===== config.mk =====
export PLATFORM = sky130hd
export DESIGN_NAME = width_split
export DESIGN_NICKNAME = d
export VERILOG_FILES = /design/src/rtl/width_split.sv
export SDC_FILE = /design/constraint.sdc
export NUM_CORES = 1
export LEC_CHECK = 0
export ABC_AREA = 1
export BUFFER_PORTS_ARGS = -buffer_cell sky130_fd_sc_hd__buf_2
export CAP_MARGIN = 0
export CORE_UTILIZATION = 45
export CTS_BUF_LIST = sky130_fd_sc_hd__clkbuf_8
export CTS_CLUSTER_DIAMETER = 120
export CTS_CLUSTER_SIZE = 24
export DETAILED_ROUTE_END_ITERATION = 8
export GPL_TIMING_DRIVEN = 0
export PLACE_DENSITY = 0.7
export SYNTH_ARGS = -nofsm -noshare
export SYNTH_HDL_FRONTEND = slang
export SYNTH_SLANG_ARGS = --single-unit

===== constraint.sdc =====
create_clock -name clk -period 3.5 [get_ports clk]
set_input_delay 0.7 -clock clk [delete_from_list [all_inputs] [get_ports clk]]
set_output_delay 0.7 -clock clk [all_outputs]
set_load 0.01 [all_outputs]

===== src/rtl/width_split.sv =====
// width_split: Avalon-MM 32-bit slave to 8-bit master width adapter, one byte lane per access.
// Optional macro SKIP_DISABLED_LANES_EN: reads also skip lanes whose byteenable bit is 0.
`default_nettype none

module width_split #(
    parameter int IN_ADDR_W = 7
) (
    input  logic                 clk,
    input  logic                 reset,
    input  logic [IN_ADDR_W-1:0] in_address,
    input  logic                 in_read,
    input  logic                 in_write,
    input  logic [31:0]          in_writedata,
    input  logic [3:0]           in_byteenable,
    output logic [31:0]          in_readdata,
    output logic                 in_waitrequest,
    output logic [IN_ADDR_W+1:0] out_address,
    output logic                 out_read,
    output logic                 out_write,
    output logic [7:0]           out_writedata,
    input  logic [7:0]           out_readdata,
    input  logic                 out_waitrequest
);

    typedef enum logic [1:0] {
        IDLE = 2'd0,
        XFER = 2'd1,
        DONE = 2'd2
    } state_t;

    state_t                 state, state_n;
    logic [IN_ADDR_W-1:0]   addr_q, addr_n;
    logic [31:0]            wdata_q, wdata_n;
    logic [31:0]            rdata_q, rdata_n;
    logic [3:0]             mask_q, mask_n;
    logic                   is_rd_q, is_rd_n;
    logic [1:0]             lane_q, lane_n;
    logic [3:0]             req_mask;
    logic [2:0]             first_lane;
    logic [2:0]             next_lane;

    // Lowest set lane at or above 'from'; 3'd4 means no lane left.
    function automatic logic [2:0] find_lane(input logic [3:0] mask, input logic [2:0] from);
        find_lane = 3'd4;
        for (int i = 3; i >= 0; i--) begin
            if (mask[i] && (3'(i) >= from)) begin
                find_lane = 3'(i);
            end
        end
    endfunction

`ifdef SKIP_DISABLED_LANES_EN
    assign req_mask = in_byteenable;
`else
    assign req_mask = in_read ? 4'hF : in_byteenable;
`endif

    assign first_lane = find_lane(req_mask, 3'd0);
    assign next_lane  = find_lane(mask_q, {1'b0, lane_q} + 3'd1);

    always_ff @(posedge clk or posedge reset) begin
        if (reset) begin
            state   <= IDLE;
            addr_q  <= '0;
            wdata_q <= '0;
            rdata_q <= '0;
            mask_q  <= '0;
            is_rd_q <= 1'b0;
            lane_q  <= 2'd0;
        end else begin
            state   <= state_n;
            addr_q  <= addr_n;
            wdata_q <= wdata_n;
            rdata_q <= rdata_n;
            mask_q  <= mask_n;
            is_rd_q <= is_rd_n;
            lane_q  <= lane_n;
        end
    end

    always_comb begin
        state_n = state;
        addr_n  = addr_q;
        wdata_n = wdata_q;
        rdata_n = rdata_q;
        mask_n  = mask_q;
        is_rd_n = is_rd_q;
        lane_n  = lane_q;
        case (state)
            IDLE: begin
                if (in_read || in_write) begin
                    addr_n  = in_address;
                    wdata_n = in_writedata;
                    mask_n  = req_mask;
                    is_rd_n = in_read;
                    rdata_n = '0;
                    if (first_lane[2]) begin
                        lane_n  = 2'd0;
                        state_n = DONE;
                    end else begin
                        lane_n  = first_lane[1:0];
                        state_n = XFER;
                    end
                end
            end
            XFER: begin
                if (!out_waitrequest) begin
                    if (is_rd_q) begin
                        rdata_n[8*lane_q +: 8] = out_readdata;
                    end
                    if (next_lane[2]) begin
                        state_n = DONE;
                    end else begin
                        lane_n = next_lane[1:0];
                    end
                end
            end
            DONE:    state_n = IDLE;
            default: state_n = IDLE;
        endcase
    end

    assign in_waitrequest = (state != DONE);
    assign out_read       = (state == XFER) && is_rd_q;
    assign out_write      = (state == XFER) && !is_rd_q;
    assign in_readdata    = rdata_q;
    assign out_address    = {addr_q, lane_q};
    assign out_writedata  = wdata_q[8*lane_q +: 8];

endmodule

`default_nettype wire


==> results.ini <==
[power]
vdd_drop_max_mv=0.4530
leakagePower_nw=2.640
clkPwrFrac_pct=20.4
power.density_mw_per_mm2=840.3
switching_share_pct=41.83
p_seq_share_pct=36.2
p_int_w=0.002339
combPwrFrac_pct=43.4
p_switching_w=0.001682
finalPower_w=0.004021

[setup_path]
required_ps=3770
critical_path_arrival_ps=3180
r2r_cells=6
crit_path_top_delay_cell=nor4_1
cp_cell_sequence=inv_1 > clkbuf_1 > ha_1 > nor4_1 > nand2_1 > o21ai_1
worst-path-max-fanout=12
critPathMaxStageDelay_ps=610
critPathKind=reg -> reg
worst_setup_path_end_kind=flip-flop
rr_endpoint=in_readdata[5]
r2r_slack_ps=590
reg2reg_from=lane_q[0]
start_kind=flip-flop

[min_path]
min_path_type=in -> async

[floorplan]
top_level_ports=108
die_w_um=94.44
start_util_pct=46.56
die_y_um=94.44
rows=33
dieArea_mm2=0.008918
core-area_mm2=0.008258

[synth]
synth_area_leader_cell=dfrtp_1
synthTopCellsByArea=dfrtp_1 (52%), nand2_1 (21%), o21ai_2 (5.5%)
yosysUniqueCellTypes=25
syn_area_per_cell_um2=8.163
netlist_instances=471
netlist.area_leader.share_pct=52.07
ys_seq_elements=80
yosys_warnings=0
yosysSeqAreaShare_pct=52.07
syn_area_mm2=0.003845
syn_nets=534

[final_layout]
final_common_cell=nand2_1
multi_input_area_mm2=0.001655
layout.cells.most_common_list=nand2_1 (212), buf_2 (110), dfrtp_1 (80)
layout.area.seq_mm2=0.002002
syn_to_final_growth_pct=24.47
finish.utilization_pct=57.95
drive_gt1_share_pct=29.08
num-fill-cells=821
nets=653
antennaDiodeCount=0
final_area_mm2=0.004786

[placement]
gp_congestion=0.8349
dpl_cell_area_mm2=0.004542
io_buffers=107
dpl.hpwl_um=6725

[route]
first_pass_iters=5
met3_length_um=518
wl_met1_um=4202
routed_wl_um=9220
ant_nets=0
dr_wl_met2_um=4388
drc=0
wl_per_cell_um=13.17
drt-initial-drc-count=144
drt-vias-per-instance=4.844
vias=3391
top_layer=met4

[timing]
fmax_mhz=344.2
tightest_slew_ps=659.7
slew_viol_final=0
fin_crit_sh_pct=83.01
rsz0062_at_grt=no
setup-violations-final=0
hold_viol=0
period_minus_slack_ps=2905
slew_headroom_pct=55.61
skew_ps=9.748

[global_route]
grt-ovfl-total=0
grt_pass1_wl_um=15070
grt_usage_pct=22.10
grt_antenna_before_repair=0
grt_max_degree=74
grt_pass1_vias=3292

[clock_tree]
clk_path_buf_depth=2
cts_resized=0
clkTransAtPathRegs_ps=80
cts_tree=built
clk_latency_ps=350
h-tree-depth=3
cts-root-buf=clkbuf_8
numCtsBuffers=9
post_cts_buffers=0
cts_num_sinks=80
cts_hold_buffers=0

[flow_run]
cap_violations=0

[status]
status=complete, no violations

metal layers:
metal / vias up / global-route usage (%)
li1: 1719 / -
met1: 1564 / 28.95
met2: 98 / 36.35
met3: 10 / 3.543
met4: 0 / 9.231
met5: - / 0
state kept, by name, indices dropped and copies added (netlist names):
name	cells
in_readdata	32
wdata_q	32
addr_q	7
mask_q	4
lane_q	2
state	2
is_rd_q	1
worst max path at each step:
stage	cells after the start	startpoint	slack, ps	to
6_report	6	lane_q[0]	590	in_readdata[5]
5_1_grt	5	lane_q[0]	480	out_writedata[7]
4_1_cts	5	lane_q[0]	610	out_writedata[7]
3_5_place_dp	6	lane_q[0]	690	in_readdata[5]
3_3_place_gp	2	reset	-210	wdata_q[24]
2_1_floorplan	1	reset	750	addr_q[0]
power groups by stage:
stage / logic (W) / registers [W] / clock network [W]
finish: 0.00174 / 0.00146 / 0.000821
global route: 0.00198 / 0.00149 / 0.000865
CTS: 0.00176 / 0.00146 / 0.000834
detailed placement: 0.00175 / 0.00147 / 0
global placement: 0.00171 / 0.00146 / 0
floorplan: 0.00117 / 0.00148 / 0
area by class of cell:
cell class	count	share of cell area (%)
clock buffer	9	2.588
timing repair buffer	108	11.76
sequential	80	41.83
inverter	27	2.170
buffer	16	1.804
clock inverter	7	2.510
tap	105	2.745
multi-input combinational	348	34.59
critical path, delay by kind of cell, from the launching register on:
family	cells	cell delay [ps]
buf+inv	2	810
fa+ha+maj	1	380
flops	1	520
simple gates	2	910
compound gates	1	200
through the flow:
stage	TNS [ps]	worst slack [ps]	instances	hold slack [ps]
after floorplan	0	748.3	471	443.6
after global routing	0	476.9	700	228.9
final	0	594.7	700	226.5
after detailed placement	0	689.8	684	461.0
after global placement	-16490	-212.4	683	458.1
after CTS	0	611.4	700	217.7
Yosys cell counts (all sizes together):
cell	count
nor3	1
clkbuf	10
nand4	1
a21oi	4
or2	2
nor4	1
o21ai	54
nand2	218
nand3	10
nor2	41
o22ai	8
ha	7
buf	6
dfrtp	80
inv	27
a31oi	1
cells by family after synthesis:
| kind of cell | synth area share, % |
|---|---|
| and+or+nand+nor | 29.42 |
| AOI/OAI and AO/OA | 11.36 |
| DFF | 52.07 |
| adders and majority gates | 2.278 |
| buffers and inverters | 4.881 |
Note: power is estimated with default switching activity, not from simulation.
